===== config.mk =====
export PLATFORM = sky130hd
export DESIGN_NAME = rv32_pc_unit
export DESIGN_NICKNAME = d
export VERILOG_FILES = /design/src/rtl/rv32_pc_pkg.sv /design/src/rtl/rv32_trap_vec.sv /design/src/rtl/rv32_pc_unit.sv
export SDC_FILE = /design/constraint.sdc
export NUM_CORES = 1
export LEC_CHECK = 0
export BUFFER_PORTS_ARGS = -buffer_cell sky130_fd_sc_hd__buf_4
export CELL_PAD_IN_SITES_DETAIL_PLACEMENT = 1
export CELL_PAD_IN_SITES_GLOBAL_PLACEMENT = 1
export CORE_MARGIN = 8
export CORE_UTILIZATION = 35
export DETAILED_ROUTE_END_ITERATION = 16
export PLACE_DENSITY_LB_ADDON = 0.1
export SLEW_MARGIN = 20
export SYNTH_ARGS = -nofsm -noshare
export SYNTH_HDL_FRONTEND = slang
export SYNTH_SLANG_ARGS = --single-unit

===== constraint.sdc =====
create_clock -name clk -period 2.5 [get_ports clk]
set_clock_uncertainty 0.1 [all_clocks]
set_input_delay 0.125 -clock clk [delete_from_list [all_inputs] [get_ports clk]]
set_output_delay 0.125 -clock clk [all_outputs]
set_load 0.02 [all_outputs]

===== src/rtl/rv32_pc_pkg.sv =====
// rv32_pc_pkg: shared types and constants for the PC unit and trap-vector logic
package rv32_pc_pkg;
    typedef enum logic [1:0] {BOOT, RUN, WAIT_TRAP} pc_state_e;
    localparam logic [1:0] MTVEC_DIRECT   = 2'b00;
    localparam logic [1:0] MTVEC_VECTORED = 2'b01;
    localparam int STEP_WORD = 4;
    localparam int STEP_HALF = 2;
endpackage


===== src/rtl/rv32_trap_vec.sv =====
// rv32_trap_vec: trap entry target from mtvec, cause and interrupt flag
module rv32_trap_vec
    import rv32_pc_pkg::*;
#(
    parameter int XLEN = 32
) (
    input  logic [XLEN-1:0] mtvec_i,
    input  logic [4:0]      trap_cause_i,
    input  logic            trap_interrupt_i,
    output logic [XLEN-1:0] trap_pc_o
);
    logic [XLEN-1:0] w_base;
    logic [XLEN-1:0] w_offset;
    assign w_base   = {mtvec_i[XLEN-1:2], 2'b00};
    assign w_offset = {{(XLEN-7){1'b0}}, trap_cause_i, 2'b00};
    // only vectored mode with an interrupt gets a per-cause offset
    always_comb begin
        trap_pc_o = (mtvec_i[1:0] == MTVEC_VECTORED && trap_interrupt_i) ? w_base + w_offset : w_base;
    end
endmodule


===== src/rtl/rv32_pc_unit.sv =====
// rv32_pc_unit: fetch PC register with trap/mret/redirect arbitration and alignment check
module rv32_pc_unit
    import rv32_pc_pkg::*;
#(
    parameter int              XLEN         = 32,
    parameter logic [XLEN-1:0] RESET_VECTOR = '0,
    parameter int              IALIGN       = 32
) (
    input  logic            clk,
    input  logic            reset,
    input  logic            stall_i,
    input  logic            fetch_ready_i,
    input  logic            compressed_i,
    input  logic            redirect_i,
    input  logic [XLEN-1:0] redirect_pc_i,
    input  logic            trap_i,
    input  logic            trap_interrupt_i,
    input  logic [4:0]      trap_cause_i,
    input  logic [XLEN-1:0] mtvec_i,
    input  logic            mret_i,
    input  logic [XLEN-1:0] mepc_i,
    output logic [XLEN-1:0] pc_o,
    output logic            fetch_valid_o,
    output logic            flush_o,
    output logic            misaligned_o,
    output logic [XLEN-1:0] misaligned_addr_o
);
    localparam logic [XLEN-1:0] ALIGN_MASK = (IALIGN == 32) ? XLEN'(3) : XLEN'(1);

    pc_state_e       r_state;
    logic [XLEN-1:0] r_pc;
    logic            r_valid;
    logic            r_flush;
    logic            r_mis;
    logic [XLEN-1:0] r_mis_addr;
    logic [XLEN-1:0] w_trap_pc;
    logic [XLEN-1:0] w_mret_pc;
    logic [XLEN-1:0] w_step;
    logic            w_redir_mis;

    rv32_trap_vec #(.XLEN(XLEN)) u_trap_vec (
        .mtvec_i          (mtvec_i),
        .trap_cause_i     (trap_cause_i),
        .trap_interrupt_i (trap_interrupt_i),
        .trap_pc_o        (w_trap_pc)
    );

    // return address, step size and redirect alignment for the current cycle
    always_comb begin
        w_mret_pc   = mepc_i & ~ALIGN_MASK;
        w_step      = (IALIGN == 16 && compressed_i) ? XLEN'(STEP_HALF) : XLEN'(STEP_WORD);
        w_redir_mis = (redirect_pc_i & ALIGN_MASK) != '0;
    end

    // state machine: trap > mret > redirect > sequential > hold; pulses default low
    always_ff @(posedge clk) begin
        if (reset) begin
            r_state    <= BOOT;
            r_pc       <= RESET_VECTOR;
            r_valid    <= 1'b0;
            r_flush    <= 1'b0;
            r_mis      <= 1'b0;
            r_mis_addr <= '0;
        end else begin
            r_flush <= 1'b0;
            r_mis   <= 1'b0;
            case (r_state)
                BOOT: begin
                    r_state <= RUN;
                    r_valid <= 1'b1;
                end
                default: begin
                    if (trap_i) begin
                        r_pc    <= w_trap_pc;
                        r_flush <= 1'b1;
                        r_valid <= 1'b1;
                        r_state <= RUN;
                    end else if (r_state == RUN && mret_i) begin
                        r_pc    <= w_mret_pc;
                        r_flush <= 1'b1;
                        r_valid <= 1'b1;
                    end else if (r_state == RUN && redirect_i && w_redir_mis) begin
                        r_mis      <= 1'b1;
                        r_mis_addr <= redirect_pc_i;
                        r_valid    <= 1'b0;
                        r_state    <= WAIT_TRAP;
                    end else if (r_state == RUN && redirect_i) begin
                        r_pc    <= redirect_pc_i;
                        r_flush <= 1'b1;
                        r_valid <= 1'b1;
                    end else if (r_state == RUN && r_valid && fetch_ready_i && !stall_i) begin
                        r_pc <= r_pc + w_step;
                    end
                end
            endcase
        end
    end

    assign pc_o              = r_pc;
    assign fetch_valid_o     = r_valid;
    assign flush_o           = r_flush;
    assign misaligned_o      = r_mis;
    assign misaligned_addr_o = r_mis_addr;
endmodule


# --- Word level (Yosys, flattened, before mapping) ---
# Index checks and enable logic that the tools add are counted.
totals:
  out_inout_bits: 67
  wordCells: 56
  in_bits: 110
  reg_bits: 69
classes:
  mux: 20
  n_reduce_logical: 20
  eq_ne: 4
  bitwise: 3
  add_sub_neg: 2
op_table:
  columns: ["op", "n"]
  rows:
  - ["2-to-1 mux 32 bit", 6]
  - ["adder 32 x 3 -> 32 bit (second input constant)", 1]
  - ["adder 32 x 7 -> 32 bit", 1]
  - ["nonzero test 32 bit", 1]
  - ["2-to-1 mux 1 bit", 14]
  - ["logical AND 1 bit", 7]
  - ["nonzero test 5 bit", 1]
  - ["== test 2 x 1 -> 1 bit (second input constant)", 2]
  - ["AND reduction 2 bit", 2]
  - ["AND reduction 4 bit", 1]
  - ["nonzero test 4 bit", 1]
  - ["OR reduction 4 bit", 1]
  - ["!= test 3 x 2 -> 1 bit (second input constant)", 1]
  - ["!= test 3 bit (second input constant)", 1]
  - ["inverter 1 bit", 3]
  - ["AND reduction 3 bit", 1]
  - ["nonzero test 3 bit", 1]
  - ["OR reduction 3 bit", 1]
  - ["zero test 2 bit", 1]
  - ["OR reduction 2 bit", 1]
  - ["zero test 1 bit", 1]

# --- Longest topological paths before layout ---
depth:
  word_depth: 9
  depth_mapped: 9
  ltp_nobuf: 8

# --- Modules after synthesis ---
# Synthesis repeated with hierarchy kept, for this count alone.
unflattened:
  hier_cells: 668
  area_unflattened_um2: 4819.6
by_module_without_submodules:
  columns: ["module", "cells_each", "seq_area_each_um2", "n_inst", "area_per_inst_um2"]
  rows:
  - ["rv32_pc_unit", 551, 1381.3, 1, 4026.4]
  - ["rv32_trap_vec", 117, 0.0, 1, 793.3]

# --- Least setup slack after synthesis ---
# Ideal clock, no wire load.
synth_path:
  path_type: "input port to flip-flop"
  startpoint: "input port trap_cause_i[0]"
  endpoint: "register r_pc[12] (netlist: pc_o[12])"
  n_path_buf: 1
  path_slack_ns: 0.221
  arrival_time_ns: 2.042
  cell_stages: 9
  setup_ns: 0.137
  t_required_ns: 2.263
  path_cell_list: "ha_1 -> fa_1 -> a211o_1 -> a21oi_1 -> buf_2 -> nor3_1 -> xor2_1 -> a221oi_1 -> a211oi_1"
synth_via:
  elab_chain_len: 3
synth_rtl:
  columns: ["element", "line", "rtl"]
  rows:
  - ["from (decl)", "rv32_pc_unit.sv:18", "input logic [4:0] trap_cause_i,"]
  - ["adder 32 x 7 -> 32 bit", "rv32_trap_vec.sv:18", "trap_pc_o = (mtvec_i[1:0] == MTVEC_VECTORED && trap_interrupt_i) ? w_base + w_offset : w_base;"]
  - ["2-to-1 mux 32 bit", "rv32_trap_vec.sv:18", null]
  - ["2-to-1 mux 32 bit", "rv32_pc_unit.sv:73", "if (trap_i) begin"]
  - ["to (signal assigned)", "rv32_pc_unit.sv:74", "r_pc <= w_trap_pc;"]
  - ["to (signal assigned)", "rv32_pc_unit.sv:79", "r_pc <= w_mret_pc;"]
  - ["to (signal assigned)", "rv32_pc_unit.sv:88", "r_pc <= redirect_pc_i;"]
  - ["to (decl)", "rv32_pc_unit.sv:31", "logic [XLEN-1:0] r_pc;"]
# Every way passes these cells.
# A chain may end at the register's enable or synchronous reset.

# --- Worst setup path after layout ---
layout_path:
  startpoint: "register r_state[0]"
  endpoint: "register r_pc[24] (netlist: pc_o[24])"
layout_via:
  elab_chain_len: 6
  word_cells_on_any_way: 16
  classes_between: "eq/ne (2); mux (4); bitwise (1); reduce/logical (9)"
layout_rtl:
  columns: ["element", "line", "rtl"]
  rows:
  - ["from (decl)", "rv32_pc_unit.sv:30", "pc_state_e r_state;"]
  - ["from (signal assigned)", "rv32_pc_unit.sv:58", "r_state <= BOOT;"]
  - ["from (signal assigned)", "rv32_pc_unit.sv:69", "r_state <= RUN;"]
  - ["from (signal assigned)", "rv32_pc_unit.sv:77", "r_state <= RUN;"]
  - ["== test 2 x 1 -> 1 bit", null, null]
  - ["logical AND 1 bit, on equally long branches", "rv32_pc_unit.sv:82, rv32_pc_unit.sv:87, rv32_pc_unit.sv:91", null]
  - ["2-to-1 mux 32 bit or logical AND 1 bit (tied branches)", "rv32_pc_unit.sv:87, rv32_pc_unit.sv:91", null]
  - ["2-to-1 mux 32 bit or logical AND 1 bit (tied branches)", "rv32_pc_unit.sv:82, rv32_pc_unit.sv:91", null]
  - ["2-to-1 mux 32 bit or nonzero test 4 bit (tied branches)", null, null]
  - ["2-to-1 mux 32 bit or AND reduction 3 bit (tied branches)", null, null]
# Parallel ways exist; a longest one is shown, timed or not. The select of a mux whose other input is x is not followed.

==> results.md <==
- Weighted congestion at the end of routability-driven global placement: 0.851
- I/O pin cnt: 177
- Proportion of power drawn by flip-flops and latches: 0.336
- Gate Count Post-Synth: 577
- Clock root buffer master: sky130_fd_sc_hd__clkbuf_16
- Critical path type: flop to flop
- Vias per inst: 5.55
- Antenna Violating Nets Remaining: 0
- Synthesis warning total: 0
- Part of the Yosys area used for sequential elements: 0.301
- Delay contributed by the slowest stage of the critical path: 0.44 ns
- Async S/R FF share, synth: 0
- Slew HR: 0.486
- CTS tree: done
- Std-Cell Rows: 42
- Final total power: 3.71 mW
- TritonCTS sink count: 69
- Worst-Margin Slew: 0.771 ns
- Number of buffer and inverter stages on the critical path: 0
- Commonest register cell after synthesis: sky130_fd_sc_hd__dfxtp_1
- Via count of the first global-routing pass: 5,590
- Critical path arrival: 2.47 ns
- Final critical delay including setup and external delays: 2.38 ns
- Maximum ir drop on the vdd rail: 0.340 mV
- Total instance count after detailed placement: 907
- Drt drc: 0
- Initial standard-cell utilization of the core: 0.352
- Maximum number of pins on one net before global-route repair: 70
- Cell chain of the critical path: nor2b_1 -> nand3_1 -> o31a_1 -> a221o_1 -> a221oi_1 -> nor3_1
- Post-CTS setup buffer count: 0
- Hold crit path type: input pin to flop
- Count of endpoints failing hold in the final timing report: 0
- Clock buffer depth: 2
- Proportion of power drawn by the clock network: 0.424
- Area growth syn-to-layout: 49.2%
- Number of H-tree levels: 3
- Mean cell area of the mapped netlist: 7.95 um2
- Register bit total from synthesis: 69
- Die outline area: 0.0170 mm2
- Grt ovf: 0
- DRC violation total after the first TritonRoute iteration: 372
- Combinational cell fraction of total power: 0.239
- Leakage dissipation: 2.84 nW
- Standard cell with the maximum stage delay on the critical path: sky130_fd_sc_hd__nor2b_1
- Overall routing resource usage: 0.232
- Post-synth design cell area: 0.00458 mm2
- Worst slack on hold paths: 0.00906 ns
- Die height: 130 um
- Buffers added on ports: 173
- Max Cap Viol: 0
- Post-route insts no fill: 952
- Ratio of cells with drive above 1 in the final layout: 0.308
- Pwr/cell area: 542 mW/mm2
- Clock buffers created by TritonCTS: 9
- Number of antenna violations at the first check in global routing: 0
- Post-Syn Nets: 694
- Ratio of final minimum period to clock period: 0.951
- First-pass GRT wire length: 30,700 um
- Startpoint types: flop
- Run status: completed
- Clock latency on the worst-skew pair: 0.33 ns
- Net switching share of the total power: 0.280
- Diode insertion count for antenna repair: 0
- CP endpoint kind: flop
- Final count of pins violating max slew: 0
- Required time at the worst-slack endpoint: 2.60 ns
- Category of cells accounting for the largest share of critical-path delay: compound AO/OA/AOI/OAI gates
- Clock transition time at the flip-flop clock pins of the worst setup and hold paths: 0.06 ns
- Number of enable-type register cells in the synthesized netlist: 0
- Placed wire-length estimate after detailed placement: 14,600 um
- Vias post-DR: 5,288
- Average wire per standard cell: 20.8 um
- Net total in the final layout: 889
- Core Region: 0.0130 mm2
- RSZ-0062 raised after global routing: false
- Final wirelength: 19,800 um
- Critical-path maximum fanout: 7
- Die Wd: 130 um
- Final setup fails: 0
- Final sum of negative setup slack: 0 ns
- Highest Clock Rate: 0.421 GHz
- Count of distinct cell types in the synthesized netlist: 69
- Switching power summed over all nets: 1.04 mW
- Pint: 2.67 mW
- Total iterations of the first detailed-routing run: 5
==> power by group through the flow <==
stage / clock, mW / sequential (mW) / combinational (mW)
after detailed placement: 0 / 1.27 / 0.840
after CTS: 1.60 / 1.25 / 0.885
final: 1.57 / 1.25 / 0.888
after floorplan: 0 / 1.32 / 0.356
after global placement: 0 / 1.26 / 0.825
after global routing: 1.64 / 1.26 / 0.952
==> cell families after synthesis <==
| group | synth area share |
|---|---|
| AND/OR/NAND/NOR | 0.281 |
| AO/OA/AOI/OAI | 0.257 |
| flip-flops | 0.301 |
| XOR/XNOR | 0.0898 |
| buffers and inverters | 0.0458 |
| adder cells (fa/ha/maj) | 0.0207 |
| multiplexers | 0.00464 |
==> stage by stage <==
stage	util	setup slack, ns	instance area, um2
after floorplan	-	0.221	4580
after global placement	0.474	0.114	6170
after detailed placement	0.474	-0.00499	6170
after CTS	0.525	0.180	6840
after global routing	0.525	0.0247	6840
final	0.525	0.123	6840
==> repair_timing <==
| item | CTS | global route |
|---|---|---|
| setup endpoints to repair | 0 | 2 |
| endpoints found under the hold margin | 30 | 0 |
| gates resized for setup | 0 | 1 |
| hold buffers | 30 | 0 |
==> layout by cell type (no fill, tap or decap), types with 9 or more instances in the layout <==
| cell type | Yosys | final |
|---|---|---|
| sky130_fd_sc_hd__xor2_1 | 28 | 28 |
| sky130_fd_sc_hd__nor3_1 | 14 | 12 |
| sky130_fd_sc_hd__dlygate4sd3_1 | 0 | 30 |
| sky130_fd_sc_hd__a222oi_1 | 10 | 10 |
| sky130_fd_sc_hd__nand3_1 | 21 | 21 |
| sky130_fd_sc_hd__a311oi_1 | 11 | 11 |
| sky130_fd_sc_hd__nor2_1 | 44 | 44 |
| sky130_fd_sc_hd__dfxtp_1 | 69 | 69 |
| sky130_fd_sc_hd__clkbuf_16 | 0 | 9 |
| sky130_fd_sc_hd__nand2_1 | 105 | 105 |
| sky130_fd_sc_hd__and3_1 | 9 | 9 |
| sky130_fd_sc_hd__a21oi_1 | 57 | 57 |
| sky130_fd_sc_hd__o21ai_0 | 12 | 12 |
| sky130_fd_sc_hd__buf_4 | 3 | 192 |
| sky130_fd_sc_hd__a221oi_1 | 12 | 12 |
| sky130_fd_sc_hd__a211oi_1 | 14 | 14 |
| sky130_fd_sc_hd__xnor2_1 | 19 | 19 |
==> Yosys cell counts (all sizes together) (3+ instances only) <==
cell | n | area, um2
nand2 | 105 | 394
dfxtp | 69 | 1380
a21oi | 58 | 294
nor2 | 44 | 165
xor2 | 28 | 245
clkbuf | 26 | 97.6
nand3 | 21 | 105
xnor2 | 19 | 166
buf | 17 | 97.6
nor3 | 17 | 100
a211oi | 16 | 130
o21ai | 14 | 70.1
a221oi | 12 | 105
a311oi | 11 | 96.3
nand4 | 11 | 118
a222oi | 10 | 100
and3 | 9 | 56.3
nor4 | 9 | 116
a21o | 6 | 45.0
ha | 6 | 75.1
and2 | 5 | 31.3
a2111oi | 4 | 72.6
a221o | 4 | 40.0
a22oi | 4 | 30.0
inv | 4 | 15.0
nor4b | 4 | 56.3
a31oi | 3 | 18.8
and4 | 3 | 26.3
o32ai | 3 | 33.8
==> worst min-delay path, stage by stage <==
cell and delay (ns):
sky130_fd_sc_hd__buf_4 0.13, sky130_fd_sc_hd__nand2_1 0.08, sky130_fd_sc_hd__a21oi_1 0.06
==> cell type report <==
class / count / area, um2
fillers: 1619 / 6190
clock buffers: 11 / 243
inverters: 4 / 15.0
multi-input cells: 461 / 3020
clock inverters: 4 / 120
well taps: 176 / 220
flip-flops and latches: 69 / 1380
repair buffers: 227 / 1840
==> routing by layer <==
layer | wire [um] | GRT usage
met5 | 0 | 0
met4 | 250 | 0.0581
met3 | 1340 | 0.0540
met2 | 9350 | 0.389
met1 | 8850 | 0.294
==> final timing paths <==
kind         cells after the start                  start  slack, ns               endpoint
max                              6             r_state[0]       0.12               pc_o[24]
min                              3       redirect_pc_i[0]      0.009   misaligned_addr_o[0]
max reg2reg                      6             r_state[0]       0.12               pc_o[24]
min reg2reg                      2  misaligned_addr_o[20]       0.36  misaligned_addr_o[20]
==> flip-flops by register name, summed over array words and instances (netlist names) <==
signal,cells
misaligned_o,1
r_state,2
flush_o,1
pc_o,32
misaligned_addr_o,32
fetch_valid_o,1
Note: power is estimated with default switching activity, not from simulation.
